### config.mk
export PLATFORM = sky130hd
export DESIGN_NAME = alu_result_framer_flat
export DESIGN_NICKNAME = d
export VERILOG_FILES = /design/src/rtl/alu_out_pkg.sv /design/src/rtl/alu_result_framer_if.sv /design/src/rtl/alu_res_fifo.sv /design/src/rtl/alu_result_framer.sv /design/src/flat_wrapper.sv
export SDC_FILE = /design/constraint.sdc
export NUM_CORES = 1
export LEC_CHECK = 0
export ABC_AREA = 1
export BUFFER_PORTS_ARGS = -buffer_cell sky130_fd_sc_hd__clkbuf_2
export CORE_UTILIZATION = 40
export DETAILED_ROUTE_END_ITERATION = 8
export GPL_TIMING_DRIVEN = 1
export PLACE_DENSITY = 0.61
export SLEW_MARGIN = 30
export SYNTH_ARGS = -nofsm -noshare
export SYNTH_HDL_FRONTEND = slang
export SYNTH_SLANG_ARGS = --single-unit
### constraint.sdc
create_clock -name CLK -period 3.1 [get_ports CLK]
set_input_delay 0 -clock CLK [delete_from_list [all_inputs] [get_ports CLK]]
set_output_delay 0 -clock CLK [all_outputs]
set_load 0.005 [all_outputs]
### src/rtl/alu_out_pkg.sv
// Shared definitions for the ALU result framer: unit ids, header tag,
// serializer state encoding and the queued result entry layout.
package alu_out_pkg;

    localparam int ENTRY_W = 19;

    localparam logic [1:0] UNIT_ARITH = 2'b00;
    localparam logic [1:0] UNIT_LOGIC = 2'b01;
    localparam logic [1:0] UNIT_CMP   = 2'b10;
    localparam logic [1:0] UNIT_SHIFT = 2'b11;

    localparam logic [1:0] HDR_TAG = 2'b10;

    typedef enum logic [1:0] {
        ST_IDLE = 2'b00,
        ST_HDR  = 2'b01,
        ST_LSB  = 2'b10,
        ST_MSB  = 2'b11
    } state_t;

    typedef struct packed {
        logic [1:0]  unit_id;
        logic        carry;
        logic [15:0] result;
    } entry_t;

    function automatic logic [7:0] hdr_byte(entry_t e);
        return {HDR_TAG, e.unit_id, e.carry, 3'b000};
    endfunction

endpackage

### src/rtl/alu_result_framer_if.sv
// Byte stream towards the UART TX path: valid/ready handshake with one data byte.
interface alu_result_framer_if;

    logic [7:0] TX_DATA;
    logic       TX_VALID;
    logic       TX_READY;

    modport master (output TX_DATA, output TX_VALID, input TX_READY);
    modport slave  (input TX_DATA, input TX_VALID, output TX_READY);

endinterface

### src/rtl/alu_res_fifo.sv
// Synchronous result FIFO with wrap-bit pointers; also exposes the entry
// behind the head so the framer can start the next frame without a gap.
module alu_res_fifo #(
    parameter int DW    = 19,
    parameter int DEPTH = 4
) (
    input  logic                     CLK,
    input  logic                     RST,
    input  logic                     wr_en,
    input  logic [DW-1:0]            wr_data,
    input  logic                     rd_en,
    output logic [DW-1:0]            rd_data,
    output logic [DW-1:0]            rd_data_nxt,
    output logic [$clog2(DEPTH):0]   count,
    output logic                     full,
    output logic                     empty
);

    localparam int AW = $clog2(DEPTH);

    logic [DW-1:0] mem [DEPTH];
    logic [AW:0]   wr_ptr;
    logic [AW:0]   rd_ptr;
    logic          do_wr;
    logic          do_rd;

    assign empty = (wr_ptr == rd_ptr);
    assign full  = (wr_ptr[AW] != rd_ptr[AW]) && (wr_ptr[AW-1:0] == rd_ptr[AW-1:0]);
    assign count = wr_ptr - rd_ptr;

    // A write into a full FIFO is only allowed when the head leaves on the same edge.
    assign do_rd = rd_en && !empty;
    assign do_wr = wr_en && (!full || do_rd);

    assign rd_data     = mem[rd_ptr[AW-1:0]];
    assign rd_data_nxt = mem[rd_ptr[AW-1:0] + AW'(1)];

    always_ff @(posedge CLK) begin
        if (!RST) begin
            wr_ptr <= '0;
            rd_ptr <= '0;
        end else begin
            if (do_wr) wr_ptr <= wr_ptr + 1'b1;
            if (do_rd) rd_ptr <= rd_ptr + 1'b1;
        end
    end

    always_ff @(posedge CLK) begin
        if (RST && do_wr) mem[wr_ptr[AW-1:0]] <= wr_data;
    end

endmodule

### src/rtl/alu_result_framer.sv
// Captures ALU unit results by priority, queues them and streams each as a
// byte frame (optional header, result LSB, result MSB) over a valid/ready port.
//
//   state   | meaning
//   --------+---------------------------------------------------------
//   ST_IDLE | nothing offered; start a frame once the FIFO has an entry
//   ST_HDR  | offering header {tag, unit_id, carry, 000}
//   ST_LSB  | offering result[7:0]
//   ST_MSB  | offering result[15:8]; head is popped when it is accepted
module alu_result_framer
    import alu_out_pkg::*;
#(
    parameter int WIDTH    = 16,
    parameter int DEPTH    = 4,
    parameter int SEND_HDR = 1
) (
    input  logic              CLK,
    input  logic              RST,
    input  logic [WIDTH-1:0]  Arith_OUT,
    input  logic              Carry_OUT,
    input  logic              Arith_Flag,
    input  logic [WIDTH-1:0]  Logic_OUT,
    input  logic              Logic_Flag,
    input  logic [WIDTH-1:0]  CMP_OUT,
    input  logic              CMP_Flag,
    input  logic [WIDTH-1:0]  Shift_OUT,
    input  logic              Shift_Flag,
    alu_result_framer_if.master tx,
    output logic              BUSY,
    output logic              OVF,
    output logic              COLL
);

    localparam int     CW       = $clog2(DEPTH) + 1;
    localparam state_t FIRST_ST = (SEND_HDR != 0) ? ST_HDR : ST_LSB;

    state_t         state;
    logic [7:0]     tx_data_q;
    logic           tx_valid_q;
    logic           ovf_q;
    logic           coll_q;

    entry_t         push_entry;
    entry_t         head;
    entry_t         head_nxt;
    logic           push;
    logic           pop;
    logic           tx_accept;
    logic           fifo_full;
    logic           fifo_empty;
    logic [CW-1:0]  fifo_count;

    function automatic logic [7:0] first_byte(entry_t e);
        return (SEND_HDR != 0) ? hdr_byte(e) : e.result[7:0];
    endfunction

    always_comb begin
        push_entry = '0;
        if (Arith_Flag)
            push_entry = '{unit_id: UNIT_ARITH, carry: Carry_OUT, result: Arith_OUT};
        else if (Logic_Flag)
            push_entry = '{unit_id: UNIT_LOGIC, carry: 1'b0, result: Logic_OUT};
        else if (CMP_Flag)
            push_entry = '{unit_id: UNIT_CMP, carry: 1'b0, result: CMP_OUT};
        else if (Shift_Flag)
            push_entry = '{unit_id: UNIT_SHIFT, carry: 1'b0, result: Shift_OUT};
    end

    assign push      = Arith_Flag | Logic_Flag | CMP_Flag | Shift_Flag;
    assign tx_accept = tx_valid_q & tx.TX_READY;
    assign pop       = (state == ST_MSB) & tx_accept;

    alu_res_fifo #(
        .DW    (ENTRY_W),
        .DEPTH (DEPTH)
    ) u_fifo (
        .CLK         (CLK),
        .RST         (RST),
        .wr_en       (push),
        .wr_data     (push_entry),
        .rd_en       (pop),
        .rd_data     (head),
        .rd_data_nxt (head_nxt),
        .count       (fifo_count),
        .full        (fifo_full),
        .empty       (fifo_empty)
    );

    always_ff @(posedge CLK) begin
        if (!RST) begin
            state      <= ST_IDLE;
            tx_data_q  <= 8'h00;
            tx_valid_q <= 1'b0;
            ovf_q      <= 1'b0;
            coll_q     <= 1'b0;
        end else begin
            if (push && fifo_full && !pop) ovf_q <= 1'b1;
            if ($countones({Arith_Flag, Logic_Flag, CMP_Flag, Shift_Flag}) > 1) coll_q <= 1'b1;

            case (state)
                ST_IDLE: begin
                    if (!fifo_empty) begin
                        state      <= FIRST_ST;
                        tx_data_q  <= first_byte(head);
                        tx_valid_q <= 1'b1;
                    end
                end
                ST_HDR: begin
                    if (tx_accept) begin
                        state     <= ST_LSB;
                        tx_data_q <= head.result[7:0];
                    end
                end
                ST_LSB: begin
                    if (tx_accept) begin
                        state     <= ST_MSB;
                        tx_data_q <= head.result[15:8];
                    end
                end
                ST_MSB: begin
                    // Next frame comes from behind the head, or from the entry landing this edge.
                    if (tx_accept) begin
                        if (fifo_count > CW'(1)) begin
                            state     <= FIRST_ST;
                            tx_data_q <= first_byte(head_nxt);
                        end else if (push) begin
                            state     <= FIRST_ST;
                            tx_data_q <= first_byte(push_entry);
                        end else begin
                            state      <= ST_IDLE;
                            tx_valid_q <= 1'b0;
                        end
                    end
                end
                default: begin
                    state      <= ST_IDLE;
                    tx_valid_q <= 1'b0;
                end
            endcase
        end
    end

    assign tx.TX_DATA  = tx_data_q;
    assign tx.TX_VALID = tx_valid_q;
    assign BUSY        = (state != ST_IDLE) | ~fifo_empty;
    assign OVF         = ovf_q;
    assign COLL        = coll_q;

endmodule

### src/flat_wrapper.sv
// flat-port wrapper written by rule: the top's interface ports become plain ports
module alu_result_framer_flat import alu_out_pkg::*;
#(
    parameter int WIDTH    = 16,
    parameter int DEPTH    = 4,
    parameter int SEND_HDR = 1
)
  (CLK, RST, Arith_OUT, Carry_OUT, Arith_Flag, Logic_OUT, Logic_Flag, CMP_OUT, CMP_Flag, Shift_OUT, Shift_Flag, BUSY, OVF, COLL, tx_TX_DATA, tx_TX_VALID, tx_TX_READY);
  alu_result_framer_if tx_i ();
  input  logic CLK;
  input  logic RST;
  input  logic [WIDTH-1:0] Arith_OUT;
  input  logic Carry_OUT;
  input  logic Arith_Flag;
  input  logic [WIDTH-1:0] Logic_OUT;
  input  logic Logic_Flag;
  input  logic [WIDTH-1:0] CMP_OUT;
  input  logic CMP_Flag;
  input  logic [WIDTH-1:0] Shift_OUT;
  input  logic Shift_Flag;
  output logic BUSY;
  output logic OVF;
  output logic COLL;
  output wire logic [$bits(tx_i.TX_DATA)-1:0] tx_TX_DATA;
  output wire logic [$bits(tx_i.TX_VALID)-1:0] tx_TX_VALID;
  input wire logic [$bits(tx_i.TX_READY)-1:0] tx_TX_READY;
  assign tx_TX_DATA = tx_i.TX_DATA;
  assign tx_TX_VALID = tx_i.TX_VALID;
  assign tx_i.TX_READY = tx_TX_READY;
  alu_result_framer #(.WIDTH(WIDTH), .DEPTH(DEPTH), .SEND_HDR(SEND_HDR)) u_core (.CLK(CLK), .RST(RST), .Arith_OUT(Arith_OUT), .Carry_OUT(Carry_OUT), .Arith_Flag(Arith_Flag), .Logic_OUT(Logic_OUT), .Logic_Flag(Logic_Flag), .CMP_OUT(CMP_OUT), .CMP_Flag(CMP_Flag), .Shift_OUT(Shift_OUT), .Shift_Flag(Shift_Flag), .tx(tx_i), .BUSY(BUSY), .OVF(OVF), .COLL(COLL));
endmodule
* After elaboration in Yosys (flattened, before gate mapping) *
Memory sizes are Yosys's and may differ from the RTL's. A register that Yosys moved wholly into a read port is not among the register bits.
Cells that the tools add are included.

storage, ports and cells
  register bits = 19
  bits in latches = 0
  bits in writable memories = 76
  ROM bits = 0
  bits of input ports = 72
  output and inout bits = 12
  word-level logic and storage cells = 80
  memories = 1

memories
  memory             depth  width  rd ports  clocked after memory_dff  wr ports  line                text
  u_core.u_fifo.mem  4      19     2         1                         1         alu_res_fifo.sv:21  logic [DW-1:0] mem [DEPTH];

operators by class
  add/sub/neg operators = 7
  $mul = 0
  divide/modulo/power cells = 0
  magnitude comparators = 2
  equality and inequality tests = 13
  shift operators = 0
  mux-type cells = 27
  bitwise gates (word level) = 7
  reductions and logical operators = 16

operator list
  kind                                                             number
  2-to-1 mux 19 bit                                                4
  2-to-1 mux 8 bit                                                 6
  adder 32 bit                                                     1
  greater-than comparator 32 x 2 -> 1 bit (second input constant)  1
  one-hot mux 8 bit (4 select lines)                               1
  2-to-1 mux 2 bit                                                 7
  AND reduction 5 bit                                              2
  one-hot mux 2 bit (4 select lines)                               1
  2-to-1 mux 1 bit                                                 7
  adder 3 x 1 -> 3 bit (second input constant)                     2
  logical AND 1 bit                                                6
  != test 2 x 1 -> 1 bit (second input constant)                   3
  != test 2 bit (second input constant)                            3
  adder 1 x 1 -> 2 bit                                             2
  == test 2 bit (second input constant)                            2
  OR 1 bit                                                         4
  AND reduction 4 bit                                              1
  nonzero test 2 bit                                               2
  == test 3 bit                                                    1
  greater-than comparator 3 x 1 -> 1 bit (second input constant)   1
  logical NOT 1 bit                                                3
  != test 3 x 2 -> 1 bit (second input constant)                   1
  subtractor 3 bit                                                 1
  adder 2 x 1 -> 2 bit (second input constant)                     1
  other kinds (8)                                                  9

* Longest topological paths before layout *
  word-level depth = 8
  mapped depth = 12
  mapped depth without buffers = 12

* Cells and area by module *
From an unflattened synthesis, not the netlist that was laid out.

unflattened totals
  cell total of the unflattened synthesis = 612
  area total of the unflattened synthesis = 5281.3 sq um

by module, submodules not included
  module             instances  cells an instance  area each (sq um)  sequential area each (sq um)
  alu_res_fifo       1          363                3842.4             2442.3
  alu_result_framer  1          249                1438.9             260.2

* Least setup slack after synthesis *
No wires, ideal clock.

  path kind = register to register
  from = register u_core.u_fifo.wr_ptr[0]
  to = memory u_core.u_fifo.mem[0][0] (enable)
  library setup time = 0.395 ns
  arrival = 2.065 ns
  required time = 2.705 ns
  setup slack = 0.640 ns
  cell stages (with the launch flop) = 12
  path buffers = 0
  clock period less this slack = 2.460 ns
  cells stage by stage = dfxtp_1 > inv_1 > ha_1 > nand2_1 > inv_1 > nand2_2 > nand2_4 > nand2_2 > nand2_2 > inv_2 > nand2_1 > nor2_1

between the ends
  word-level cells in the longest chain between the ends = 8
  elaborated cells between the ends (all ways) = 11
  those cells by class = eq/ne: 2; mux: 2; reduce/logical: 7

RTL lines
  element                                                 line                                    text
  start, declared                                         alu_res_fifo.sv:22                      logic [AW:0] wr_ptr;
  start signal, assigned                                  alu_res_fifo.sv:43                      if (do_wr) wr_ptr <= wr_ptr + 1'b1;
  == test 3 bit or == test 2 bit (tied branches)          alu_res_fifo.sv:27, alu_res_fifo.sv:28
  logical NOT 1 bit or logical AND 1 bit (tied branches)  n/a
  logical AND 1 bit or logical NOT 1 bit (tied branches)  alu_res_fifo.sv:32, alu_res_fifo.sv:33
  logical OR 1 bit                                        alu_res_fifo.sv:33                      assign do_wr = wr_en && (!full || do_rd);
  logical AND 1 bit                                       alu_res_fifo.sv:33
  logical AND 1 bit                                       alu_res_fifo.sv:49                      if (RST && do_wr) mem[wr_ptr[AW-1:0]] <= wr_data;
  2-to-1 mux 1 bit                                        alu_res_fifo.sv:49
  2-to-1 mux 1 bit (not written as such)                  alu_res_fifo.sv:49
  end, declared                                           alu_res_fifo.sv:21

Parallel ways exist; a longest one is shown, timed or not.

* Worst setup path after layout *
  from = register u_core.u_fifo.rd_ptr[0]
  to = memory u_core.u_fifo.mem[3][0] (enable)

between the ends
  word-level cells in the longest chain between the ends = 8
  elaborated cells between the ends (all ways) = 11
  those cells by class = eq/ne: 2; mux: 2; reduce/logical: 7

RTL lines
  element                                                 line                                    text
  start, declared                                         alu_res_fifo.sv:23                      logic [AW:0] rd_ptr;
  start signal, assigned                                  alu_res_fifo.sv:44                      if (do_rd) rd_ptr <= rd_ptr + 1'b1;
  == test 3 bit or == test 2 bit (tied branches)          alu_res_fifo.sv:27, alu_res_fifo.sv:28
  logical NOT 1 bit or logical AND 1 bit (tied branches)  n/a
  logical AND 1 bit or logical NOT 1 bit (tied branches)  alu_res_fifo.sv:32, alu_res_fifo.sv:33
  logical OR 1 bit *                                      alu_res_fifo.sv:33
  logical AND 1 bit *                                     alu_res_fifo.sv:33
  logical AND 1 bit *                                     alu_res_fifo.sv:49
  2-to-1 mux 1 bit *                                      alu_res_fifo.sv:49
  2-to-1 mux 1 bit (not written as such) *                alu_res_fifo.sv:49

Mark *: on every way between the ends. The rest lies on a longest branch, timed or not.

==> out/metrics.cfg <==
[floorplan]
dieArea_um2 = 12900
die_width_um = 113
start_util = 0.412
rows = 40
core-area_um2 = 12100
ios = 84
die_h_um = 113

[route]
wl_met2_um = 5460
antenna_left = 0
maxUsedRoutingLayer = met4
vias_per_cell = 4.99
drc = 0
dr.pass1.iters = 7
drt-initial-drc-count = 182
met3_wirelength_um = 740
vias = 4018
wl_um = 11800
wire_per_inst_um = 14.6
wl_met1_um = 5310

[cells_and_area]
layout_common_cells = nand2_1, clkbuf_2, edfxtp_1
n_antenna_cell = 0
nets = 723
area_growth_pct = 16.6
final_util = 0.480
final_common_cell = nand2_1
layout-drive-gt1-share = 0.197

[setup_path]
startpoint_type = flop
end_kind = flop
cp_max_fo = 19
critPathKind = flop to flop
r2r-start = u_core.u_fifo.rd_ptr[0]$_SDFFE_PN0P_
r2r_slack_ns = 0.90
arrival_ns = 2.22
r2r-end = u_core.u_fifo.mem[3][0]$_DFFE_PP_
reg2reg_depth = 11
critPathRequiredTime_ns = 3.12

[synthesis]
synthSimpleGateAreaFrac = 0.233
synthArstFlopShare = 0
synthMuxAreaShare = 0
synth_edf_count = 76
yosys.area.top_type_share = 0.460
yosys_warnings = 0
synthAdderAreaFrac = 0.0484
synth.ff_latch_count = 97
synth_area_um2 = 4970
yosysTopAreaCell = edfxtp_1
avgSynthCellArea_um2 = 8.90
seq_area_frac_synth = 0.544
ys.flop_type = edfxtp_1
synth_nets = 648
ys_types = 31
synth_top_family_by_area = simple AND/OR/NAND/NOR gates
synth-compound-area-share = 0.112
synth.area.top_cells = edfxtp_1, nand2_1, dfxtp_1
syn_inst = 558
synth_xor_area_frac = 0

[clock_tree]
cts_num_sinks = 97
cts_setup_buffers = 0
clock_path_buffers = 2
cts_buffers = 9
h-tree-depth = 3
insertion_delay_ns = 0.34
clk_pin_slew_ns = 0.06
root_buffer = clkbuf_16
cts_tree = done

[grt]
antenna_found_initial = 0
grt_pass1_wl_um = 19200
grt_max_degree = 39
grt_overflow_total = 0
grt.total_usage = 0.195
grt_pass1_vias = 3865

[power]
total_power_mw = 3.78
power_density_nw_per_um2 = 654
p_leak_nw = 2.45
vdd_drop_max_mv = 0.284

[outcome]
status = completed

[worst_hold_path]
hold_path.class = primary input to flop
hold-path-endpoint = u_core.u_fifo.mem[0][9]$_DFFE_PP_
whs_path_depth = 3
hp-start = Arith_OUT[9]

[placement]
port_buffers = 83
place.gp.congestion = 0.854
hpwl_um = 8270

[sta]
finalCriticalPeriod_ns = 2.20
tns_ns = 0
whs_ns = 0.0763
rsz0062_at_grt = no
hold_viol_final = 0
skew_ns = 0.00325
worstMarginPinSlew_ns = 0.664
setup_viol = 0
max-slew-margin-rel = 0.553
post-route-period-util = 0.709
max_clock_freq_mhz = 455
drv_slew = 0

[job]
maxCapViolCount = 0

power breakdown:
part | leakage (nW) | switching [mW] | total [mW] | internal [mW]
clock | 0.147 | 0.458 | 1.17 | 0.710
combinational | 1.43 | 0.620 | 0.959 | 0.338
sequential | 0.875 | 0.0843 | 1.66 | 1.57
total | 2.45 | 1.16 | 3.78 | 2.62
area by class of cell:
| cell class | instances | area (um^2) |
|---|---|---|
| clock inverters | 4 | 76.3 |
| well taps | 168 | 210 |
| multi-input cells | 400 | 1950 |
| flip-flops and latches | 97 | 2700 |
| inverters | 35 | 139 |
| fillers | 1109 | 6270 |
| repair buffers | 90 | 470 |
| clock buffers | 12 | 236 |
per-layer routing:
| layer | vias to the layer above | GRT usage |
|---|---|---|
| li1 | 2032 | - |
| met1 | 1815 | 0.250 |
| met2 | 151 | 0.325 |
| met3 | 20 | 0.0436 |
| met4 | 0 | 0.0693 |
| met5 | - | 0 |
synth_stat cells (7+ instances only):
cell type / n
dfxtp_1: 21
buf_2: 10
nand2_1: 147
nand3_1: 44
nor2_1: 64
ha_1: 16
o21ai_0: 60
a21oi_1: 29
nand2_2: 7
edfxtp_1: 76
o21ai_1: 11
inv_1: 26
flip-flops by register name, summed over array words and instances (netlist names), named ones only:
signal                cells
u_core.u_fifo.wr_ptr      3
u_core.OVF                1
u_core.u_fifo.mem        76
u_core.COLL               1
u_core.state              2
u_core.tx.TX_DATA         8
u_core.u_fifo.rd_ptr      3
u_core.tx.TX_VALID        1
kinds of logic after synthesis:
logic type | count (synthesis)
and+or+nand+nor | 274
AOI/OAI and AO/OA | 108
DFF | 97
buffers and inverters | 61
adders and majority gates | 18
repair_timing:
| item | CTS | global route |
|---|---|---|
| hold buffers | 1 | 0 |
| setup endpoints to repair | 0 | 0 |
| hold endpoints to repair | 3 | 0 |
| resized for setup | 0 | 0 |
metrics by stage:
step                instances  instance area (um^2)  worst slack [ns]
floorplan                 558                  4970             0.640
detailed placement        789                  5470             0.885
finish                    806                  5790             0.901
global placement          789                  5470             0.966
global route              806                  5790             0.716
CTS                       806                  5790             0.924
critical path, stage by stage, from the launching register on:
cell and delay, ns:
dfxtp_1 0.51, ha_1 0.30, nand2_1 0.11, inv_1 0.08
nand2_2 0.08, nand2_4 0.08, nand2_2 0.07, nand2_2 0.08
inv_2 0.07, nand2_2 0.06, nor2_1 0.09, buf_4 0.32
how the worst max path moves through the flow:
stage	from	end	slack (ns)	depth (start not counted)
2_1_floorplan	u_core.u_fifo.wr_ptr[0]$_SDFFE_PN0P_	u_core.u_fifo.mem[0][0]$_DFFE_PP_	0.64	11
3_3_place_gp	Logic_Flag	u_core.u_fifo.mem[2][9]$_DFFE_PP_	0.97	11
3_5_place_dp	Logic_Flag	u_core.u_fifo.mem[2][6]$_DFFE_PP_	0.88	11
4_1_cts	u_core.u_fifo.rd_ptr[0]$_SDFFE_PN0P_	u_core.u_fifo.mem[2][6]$_DFFE_PP_	0.92	11
5_1_grt	u_core.u_fifo.rd_ptr[0]$_SDFFE_PN0P_	u_core.u_fifo.mem[2][1]$_DFFE_PP_	0.72	11
6_report	u_core.u_fifo.rd_ptr[0]$_SDFFE_PN0P_	u_core.u_fifo.mem[3][0]$_DFFE_PP_	0.90	11
(Power assumes the default switching activity.)
